**config.mk**
```make
export PLATFORM = sky130hd
export DESIGN_NAME = muldiv_sequencer
export DESIGN_NICKNAME = d
export VERILOG_FILES = /design/src/rtl/muldiv_sequencer.sv
export SDC_FILE = /design/constraint.sdc
export NUM_CORES = 1
export LEC_CHECK = 0
export CORE_MARGIN = 3
export CORE_UTILIZATION = 40
export CTS_BUF_LIST = sky130_fd_sc_hd__clkbuf_2 sky130_fd_sc_hd__clkbuf_4 sky130_fd_sc_hd__clkbuf_8
export DETAILED_ROUTE_END_ITERATION = 12
export GPL_ROUTABILITY_DRIVEN = 0
export GPL_TIMING_DRIVEN = 0
export HOLD_SLACK_MARGIN = 0.03
export PLACE_DENSITY = 0.65
export REMOVE_ABC_BUFFERS = 1
export SLEW_MARGIN = 20
export SYNTH_ARGS = -nofsm -noshare
export SYNTH_HDL_FRONTEND = slang
export SYNTH_SLANG_ARGS = --single-unit
```
**constraint.sdc**
```tcl
create_clock -name Clk -period 6.81 [get_ports Clk]
set_input_delay 1.0215 -clock Clk [delete_from_list [all_inputs] [get_ports Clk]]
set_output_delay 1.0215 -clock Clk [all_outputs]
set_load 0.02 [all_outputs]
```
**src/rtl/muldiv_sequencer.sv**
```systemverilog
// Iterative multiply/divide unit owning the HI/LO registers of the EX stage.
// Shift-add multiply or restoring divide, one bit per cycle, sign fix-up in FIX.
module muldiv_sequencer #(
  parameter int WIDTH = 32
) (
  input  logic             Clk,
  input  logic             Reset,
  input  logic             Start,
  input  logic [2:0]       Op,
  input  logic             ReadReq,
  input  logic [WIDTH-1:0] A,
  input  logic [WIDTH-1:0] B,
  output logic [WIDTH-1:0] HiOut,
  output logic [WIDTH-1:0] LoOut,
  output logic             Busy,
  output logic             Stall,
  output logic             Done,
  output logic             DivByZero,
  output logic [1:0]       dbg_state
);

  // Handshake: Start is a level held by the pipeline; the op is taken at the
  // first rising edge where the unit is IDLE, and Stall holds the pipeline
  // while it is not. Done/DivByZero pulse for exactly one cycle.
  typedef enum logic [1:0] {
    IDLE = 2'd0,
    CALC = 2'd1,
    FIX  = 2'd2
  } state_t;

  localparam int CW = (WIDTH > 1) ? $clog2(WIDTH) : 1;

  state_t               state_q, state_d;
  logic [CW-1:0]        cnt_q;
  logic [2*WIDTH-1:0]   acc_q;
  logic [WIDTH-1:0]     b_q;
  logic [WIDTH-1:0]     hi_q, lo_q;
  logic                 is_div_q, div0_q, neg_q_q, neg_r_q;
  logic                 done_q, dbz_q;

  logic                 accept, arith, signed_op, b_zero;
  logic [WIDTH-1:0]     abs_a, abs_b;
  logic [WIDTH:0]       mul_sum;
  logic [2*WIDTH-1:0]   mul_next;
  logic [WIDTH:0]       rem_sh, rem_diff;
  logic                 no_borrow;
  logic [WIDTH-1:0]     rem_new;
  logic [2*WIDTH-1:0]   div_next;
  logic [2*WIDTH-1:0]   prod_fix;
  logic [WIDTH-1:0]     quo_fix, rem_fix;

  assign accept    = (state_q == IDLE) && Start;
  assign arith     = accept && !Op[2];
  assign signed_op = !Op[0];
  assign b_zero    = (B == '0);
  // Two's-complement magnitude; the most negative value maps onto itself,
  // which is the correct unsigned magnitude.
  assign abs_a     = (signed_op && A[WIDTH-1]) ? -A : A;
  assign abs_b     = (signed_op && B[WIDTH-1]) ? -B : B;

  // Multiply: low half holds the remaining multiplier bits, high half the sum.
  assign mul_sum   = {1'b0, acc_q[2*WIDTH-1:WIDTH]} + {1'b0, (acc_q[0] ? b_q : '0)};
  assign mul_next  = {mul_sum, acc_q[WIDTH-1:1]};

  // Divide: high half is the partial remainder, low half dividend/quotient.
  assign rem_sh    = {acc_q[2*WIDTH-1:WIDTH], acc_q[WIDTH-1]};
  assign rem_diff  = rem_sh - {1'b0, b_q};
  assign no_borrow = (rem_sh >= {1'b0, b_q});
  assign rem_new   = no_borrow ? rem_diff[WIDTH-1:0] : rem_sh[WIDTH-1:0];
  assign div_next  = {rem_new, acc_q[WIDTH-2:0], no_borrow};

  assign prod_fix  = neg_q_q ? -acc_q : acc_q;
  assign quo_fix   = neg_q_q ? -acc_q[WIDTH-1:0] : acc_q[WIDTH-1:0];
  assign rem_fix   = neg_r_q ? -acc_q[2*WIDTH-1:WIDTH] : acc_q[2*WIDTH-1:WIDTH];

  always_comb begin
    state_d = state_q;
    case (state_q)
      IDLE: if (arith) state_d = (Op[1] && b_zero) ? FIX : CALC;
      CALC: if (cnt_q == CW'(WIDTH - 1)) state_d = FIX;
      FIX:  state_d = IDLE;
      default: state_d = IDLE;
    endcase
  end

  always_ff @(posedge Clk or negedge Reset) begin
    if (!Reset) begin
      state_q  <= IDLE;
      cnt_q    <= '0;
      acc_q    <= '0;
      b_q      <= '0;
      hi_q     <= '0;
      lo_q     <= '0;
      is_div_q <= 1'b0;
      div0_q   <= 1'b0;
      neg_q_q  <= 1'b0;
      neg_r_q  <= 1'b0;
      done_q   <= 1'b0;
      dbz_q    <= 1'b0;
    end else begin
      state_q <= state_d;
      done_q  <= 1'b0;
      dbz_q   <= 1'b0;
      case (state_q)
        IDLE: begin
          if (accept && Op == 3'b100) begin
            hi_q <= A;
          end else if (accept && Op == 3'b101) begin
            lo_q <= A;
          end else if (arith) begin
            acc_q    <= {{WIDTH{1'b0}}, abs_a};
            b_q      <= abs_b;
            cnt_q    <= '0;
            is_div_q <= Op[1];
            div0_q   <= Op[1] && b_zero;
            neg_q_q  <= signed_op && (A[WIDTH-1] ^ B[WIDTH-1]);
            neg_r_q  <= signed_op && A[WIDTH-1];
          end
        end
        CALC: begin
          cnt_q <= cnt_q + CW'(1);
          acc_q <= is_div_q ? div_next : mul_next;
        end
        FIX: begin
          done_q <= 1'b1;
          if (div0_q) begin
            dbz_q <= 1'b1;
          end else if (is_div_q) begin
            hi_q <= rem_fix;
            lo_q <= quo_fix;
          end else begin
            hi_q <= prod_fix[2*WIDTH-1:WIDTH];
            lo_q <= prod_fix[WIDTH-1:0];
          end
        end
        default: ;
      endcase
    end
  end

  assign HiOut     = hi_q;
  assign LoOut     = lo_q;
  assign Busy      = (state_q != IDLE);
  assign Stall     = Busy && (Start || ReadReq);
  assign Done      = done_q;
  assign DivByZero = dbz_q;
  assign dbg_state = state_q;

endmodule

```
==> impl_results.md, run 1 <==
- Critical Path Sink Type: flip-flop
- Number of global-route vias before repair: 13.4k
- Leading cell type in the layout, fill and taps excluded: nand2_1
- RSZ-0062 raised after global routing: no
- Worst Max-Slew Pin Slew: 1060 ps
- Max_cap viols: 0
- Clock transition at the registers of the reported paths: 100 ps
- Status: complete, no violations
- Chip Width: 197 um
- Grt total ovfl: 0
- Synth warn: 0
- Fin crit share: 67.2%
- Synth top area share: between 20 and 30%
- Bufs and invs on worst path: 1
- Power Dens Cells: 557 mW/mm^2
- # setup viols final: 0
- PortBufs: 140
- Period minus WS final: 4580 ps
- Router iterations before antenna repair: 6
- Max-slew violations: 0
- Drt wl/cell: approximately 19 um
- Synth area leaders: dfrtp_1 30%, o21ai_0 6.9%, nand2_1 6.9%
- Post-CTS setup buffers: 0
- Die ar.: between 0.03 and 0.04 mm^2
- Initial antenna violation count: 0
- CP Class: flip-flop to flip-flop
- Synth async-reset ratio: between 90% and 100%
- Finished Cell Area: 0.0168 mm^2
- Worst endpoint required time: ~7200 ps
- Initial Util: 40.8%
- Total Nets Final: between 2k and 2.5k
- GRT Util Overall: between 20% and 30%
- CTS root buf: clkbuf_8
- Mapped Area: roughly 0.015 mm^2
- Num CTS Buffers: 17
- Skew-Pair Late Insertion Delay: 480 ps
- Cts-stage hold buffer count: 0
- Antenna Violating Nets Remaining: 0
- Core area: 0.0357 mm^2
- Int Power: between 4000 and 5000 uW
- Largest net degree at the start of global routing: a little over 90
- Crit-path slowest cell: inv_1
- Total I/O pin count: 141
- Worst vdd ir: between 0.2 and 0.25 mV
- Sequential power share: 24.2%
- H-tree depth: 4
- Worst slew margin: 29.3%
- Layout cells sized above 1: under 10%
- Leak: 0.00700 uW
- Max clock buf depth: 2
- Part of the power in the clock network: under 10%
- DP Area: 0.0164 mm^2
- Diodes inserted: 0
- Switching share of power: 51.6%
- CP Data Arrival Time: 4940 ps
- Site Rows: 69
- Crit-path leading delay family: compound AO/OA/AOI/OAI gates
- Post-Place Setup Slack: 2290 ps
- Maximum clock rate: 0.219 GHz
- CP startpoint kind: flip-flop
- WL final: 45200 um
- Synth Register Bits: between 150 and 200
- Syn-to-layout area delta: 15.6%
- Most frequent cells in the layout: 266 x nand2_1, 201 x o21ai_0, 180 x nor2_1, 171 x dfrtp_1, 139 x clkdlybuf4s50_1
- Crit-path max cell delay: 810 ps
- Combinational Power Share: between 60% and 70%
- Iteration-0 DRC Markers: 1191
- CP Max Fanout: 33
- Sw Pwr: 4840 uW
- Clock skew: 14.7 ps
- CTS tree: built
- Distinct cells, synth: 73
- Post-synth EDFFs: 0
- Die Ht: 197 um
- Vias: ~14k
- CP cell instances: inv_1 > nor2_1 > ha_1 > a21o_1 > a211o_1 > o221a_2 > a31oi_1 > o21ai_0 > or4_1 > a211o_1 > a31oi_1 > a21oi_1
- Gate count after technology mapping: 1881
- Global-route wire length before repair: 72700 um
- Sequential area share after synthesis: 29.7%
- Via density: just under 6
- Hold WC Path Type: flip-flop to flip-flop
- Hold Fails Final Rpt: 0
- Area leader, netlist: dfrtp_1
- CTS Sinks: 173
- Post-Syn Area per Cell: 7.75 um^2
- HPWL Detailed: roughly 35000 um
- Drc violations: 0
- Post-CTS sizing: 0
- Final WS setup: ~2200 ps
- Main synth FF type: dfrtp_1
cell families (layout without fill, tap and decap cells):
logic type | Yosys count | after routing | synth area share (%)
AND/OR/NAND/NOR | 666 | 666 | 21.0
multiplexers | 55 | 55 | 3.79
flip-flops | 173 | 173 | 29.7
adder cells (fa/ha/maj) | 72 | 72 | 6.28
AO/OA/AOI/OAI | 565 | 565 | 24.2
buffers and inverters | 176 | 250 | 4.56
XOR/XNOR | 174 | 174 | 10.5
per-stage QoR:
step	hold slack (ps)	setup TNS, ps	total power (uW)	std cells	util [%]
after floorplan	450	0	6520	1770	-
after global placement	459	-470970	8330	2371	45.1
after detailed placement	461	0	8500	2384	46.0
after CTS	489	0	9290	2416	47.1
after global routing	506	0	10200	2416	47.1
final	486	0	9380	2416	47.1
layout make-up:
type	count	area (um^2)
Clock inverter	14	156
Clock buffer	18	248
Timing Repair Buffer	153	1660
Fill cell	3539	18900
Sequential cell	173	4330
Inverter	65	244
Tap cell	461	577
Multi-Input combinational cell	1532	9630
state kept, by name, indices dropped and copies added (netlist names), 2 cells and up:
name,cells
HiOut,32
dbg_state,2
LoOut,32
cnt_q,5
acc_q,64
b_q,32
synth_stat cells (4+ instances only):
cell type / instances
nor4_1: 21
o22ai_1: 7
xnor2_1: 86
o21bai_1: 10
a21o_1: 18
clkbuf_1: 97
o21a_1: 7
o221ai_1: 9
nand4_1: 20
buf_1: 11
ha_1: 70
o311ai_0: 4
inv_1: 65
a221oi_1: 10
o31a_1: 5
nand3_1: 26
o41ai_1: 15
o31ai_1: 57
and3_1: 9
nor2_1: 182
a31oi_1: 18
a211oi_1: 11
mux2i_1: 54
or4_1: 13
a22oi_1: 24
or3_1: 31
a21oi_1: 118
xor2_1: 88
nand2b_1: 22
nand2_1: 266
dfrtp_1: 173
nor3_1: 30
nor2b_1: 10
and2_1: 9
or2_2: 10
nand3b_1: 4
o21ai_0: 201
o211ai_1: 17
path summary, 6_finish.rpt:
| path | start | end | slack [ps] | depth (start not counted) |
|---|---|---|---|---|
| worst max-delay path | acc_q[0] | acc_q[61] | 2230 | 12 |
| worst min-delay path | LoOut[22] | LoOut[22] | 490 | 2 |
| worst max register to register | acc_q[0] | acc_q[61] | 2230 | 12 |
| worst min register to register | LoOut[22] | LoOut[22] | 490 | 2 |
| max in group asynchronous | Reset | acc_q[57] | 5420 | 2 |
| min in group asynchronous | Reset | HiOut[9] | 500 | 1 |
metal layers:
metal	routed length, um	vias to the layer above	global-route usage [%]	part of all wire, %
li1	-	6882	-	-
met1	21000	6643	32.4	46
met2	20800	531	38.0	46
met3	2580	53	2.87	5.7
met4	816	0	5.49	1.8
met5	0	-	0	0
power groups by stage:
| stage | Combinational (uW) | Sequential, uW | Clock (uW) |
|---|---|---|---|
| after global placement | 6000 | 2330 | 0 |
| after detailed placement | 6220 | 2280 | 0 |
| after floorplan | 4200 | 2320 | 0 |
| final | 6330 | 2270 | 778 |
| after global routing | 6990 | 2360 | 829 |
| after CTS | 6250 | 2260 | 787 |
tightest hold or removal path: stages, from the launching register on:
cell and delay (ps):
dfrtp_1 350, nand2_1 50, o31ai_1 50
Note: power is estimated with default switching activity, not from simulation.
==> run 2: changes to the inputs <==
- clock period: 6.81 -> 4.6 ns (I/O delays scaled with it)
==> run 2 against run 1 <==
- maximum frequency increased by 4.6%
- sequential cell count stayed put
- highest routed layer unchanged
- clock-buffer cell count did not move
- die area unchanged
- utilization about the same
- worst hold slack worse by 320 ps
- critical path depth unchanged
- global-route usage is the same
- critical endpoint unchanged
- total power is 48% higher
- design area about the same
- via count shrank 0.28%
- worst setup slack worse by 2000 ps
- largest power group unchanged
==> impl_results.md, run 2 (synthesized netlist as in run 1, its figures left out) <==
- Status: complete, no violations
- Leading cell type in the layout, fill and taps excluded: nand2_1
- Clock transition at the registers of the reported paths: 100 ps
- Period minus WS final: 4370 ps
- Grt total ovfl: 0
- RSZ-0062 raised after global routing: no
- WL final: 45500 um
- Syn-to-layout area delta: 15.7%
- HPWL Detailed: 34600 um
- R2R setup slack: 230 ps
- Largest net degree at the start of global routing: 93
- Multi-input gate area: about 0.0096 mm^2
- Critical Path Sink Type: flip-flop
- Post-CTS sizing: 0
- Max Used Layer: met4
- Drc violations: 0
- CTS tree: built
- Reg with most FFs: acc_q
- Core area: 0.0357 mm^2
- Hold WC Path Type: primary input to async pin
- Reg2reg start: acc_q[0]
- CTS root buf: clkbuf_8
- Iteration-0 DRC Markers: 1179
- Die ar.: 0.0388 mm^2
- Post-CTS setup buffers: 0
- Leak: 0.00699 uW
- Number of flip-flops in the largest register: 64
- Fill cell count: about 3.5k
- Global-route wire length before repair: slightly above 70000 um
- Post-Place Setup Slack: between 70 and 80 ps
- Skew-Pair Late Insertion Delay: between 400 and 500 ps
- Num CTS Buffers: 17
- Maximum clock rate: 0.229 GHz
- Drt wl/cell: 18.8 um
- Fin crit share: a little over nine tenths
- Chip Width: roughly 200 um
- Most frequent cells in the layout: 266 x nand2_1, 201 x o21ai_0, 180 x nor2_1, 171 x dfrtp_1, 139 x clkdlybuf4s50_1
- Final WS setup: 225 ps
- # setup viols final: 0
- Antenna Violating Nets Remaining: 0
- CP Data Arrival Time: between 4000 and 5000 ps
- Vias: approximately 14k
- Hold Fails Final Rpt: 0
- Via density: 5.82
- Worst endpoint required time: 4960 ps
- Router iterations before antenna repair: 6
- Total Nets Final: 2086
- Initial antenna violation count: 0
- Finished Layout Cells: 2418
- GRT Util Overall: between 20% and 30%
- Layout cells sized above 1: 4.45%
- Initial Util: between 40 and 50%
- Power Dens Cells: 824 mW/mm^2
- Worst slew margin: between 30% and 40%
- Worst vdd ir: 0.364 mV
- M1 WL: roughly 21000 um
- Met3 wire len: 2630 um
- Total I/O pin count: 141
- Worst Max-Slew Pin Slew: 956 ps
- CP startpoint kind: flip-flop
- FF+latch area: 0.00433 mm^2
- CP Class: flip-flop to flip-flop
- Max clock buf depth: 2
- PortBufs: 140
- Clock skew: about 16 ps
- CP Max Fanout: 17
- Max-slew violations: 0
- Max_cap viols: 0
- H-tree depth: 4
- Die Ht: around 200 um
- Cts-stage hold buffer count: 0
- Reg2reg end: acc_q[61]
- Site Rows: between 60 and 70
- WL met2: 21000 um
- Number of global-route vias before repair: approximately 13k
- Placed insts: 2384
- Worst reg2reg path depth: 12
- CTS Sinks: about 170
run 2: changes by cell type in the layout (fill, tap and decap cells not counted), sizes merged:
cell / previous run / this run
clkinvlp: 1 / 3
diode: 0 / 1
inv: 71 / 70
run 2: power breakdown:
group          leakage, uW  switching (uW)  internal [uW]
clock network     0.000205             642            508
registers          0.00210            1080           2290
logic              0.00469            5450           3920
total              0.00699            7170           6730
run 2: worst max path at each step:
stage / from / endpoint / slack, ps / cells past startpoint
after floorplan: acc_q[43] / acc_q[59] / 170 / 9
after global placement: Reset / b_q[30] / -4620 / 1
after detailed placement: acc_q[0] / acc_q[61] / 80 / 12
after CTS: acc_q[0] / acc_q[61] / 40 / 12
after global routing: acc_q[0] / acc_q[61] / 10 / 12
final: acc_q[0] / acc_q[61] / 230 / 12
run 2: per-layer routing:
metal / vias to the layer above / track usage, %
met5: - / 0
met2: 473 / 38.0
met1: 6653 / 32.4
li1: 6888 / -
met3: 55 / 2.87
met4: 0 / 5.49
run 2: area by class of cell:
class,instances,area share (%)
clock buffer,18,1.47
multi-input combinational,1532,57.1
timing repair buffer,153,9.84
inverter,65,1.47
clock inverter,14,0.928
sequential,173,25.7
tap,461,3.42
antenna,1,0.0148
timing repair inverter,1,0.0297
run 2: worst max-delay path, stage by stage, from the launching register on:
cell	delay [ps]
dfrtp_1	650
clkinvlp_4	450
nor2_1	200
ha_1	310
a21o_1	220
a211o_1	270
o221a_2	300
a31oi_1	530
o21ai_0	290
or4_1	540
a211o_1	270
a31oi_1	160
a21oi_1	60
run 2: through the flow:
stage	power [uW]	setup TNS, ps	utilization (%)	area [um^2]	hold slack, ps
finish	13900	0	47.2	16900	167
global route	15100	0	47.2	16900	198
CTS	13800	0	47.1	16800	192
detailed placement	12600	0	46.0	16400	461
global placement	12300	-861700	45.1	16100	459
floorplan	9650	0	-	14200	394
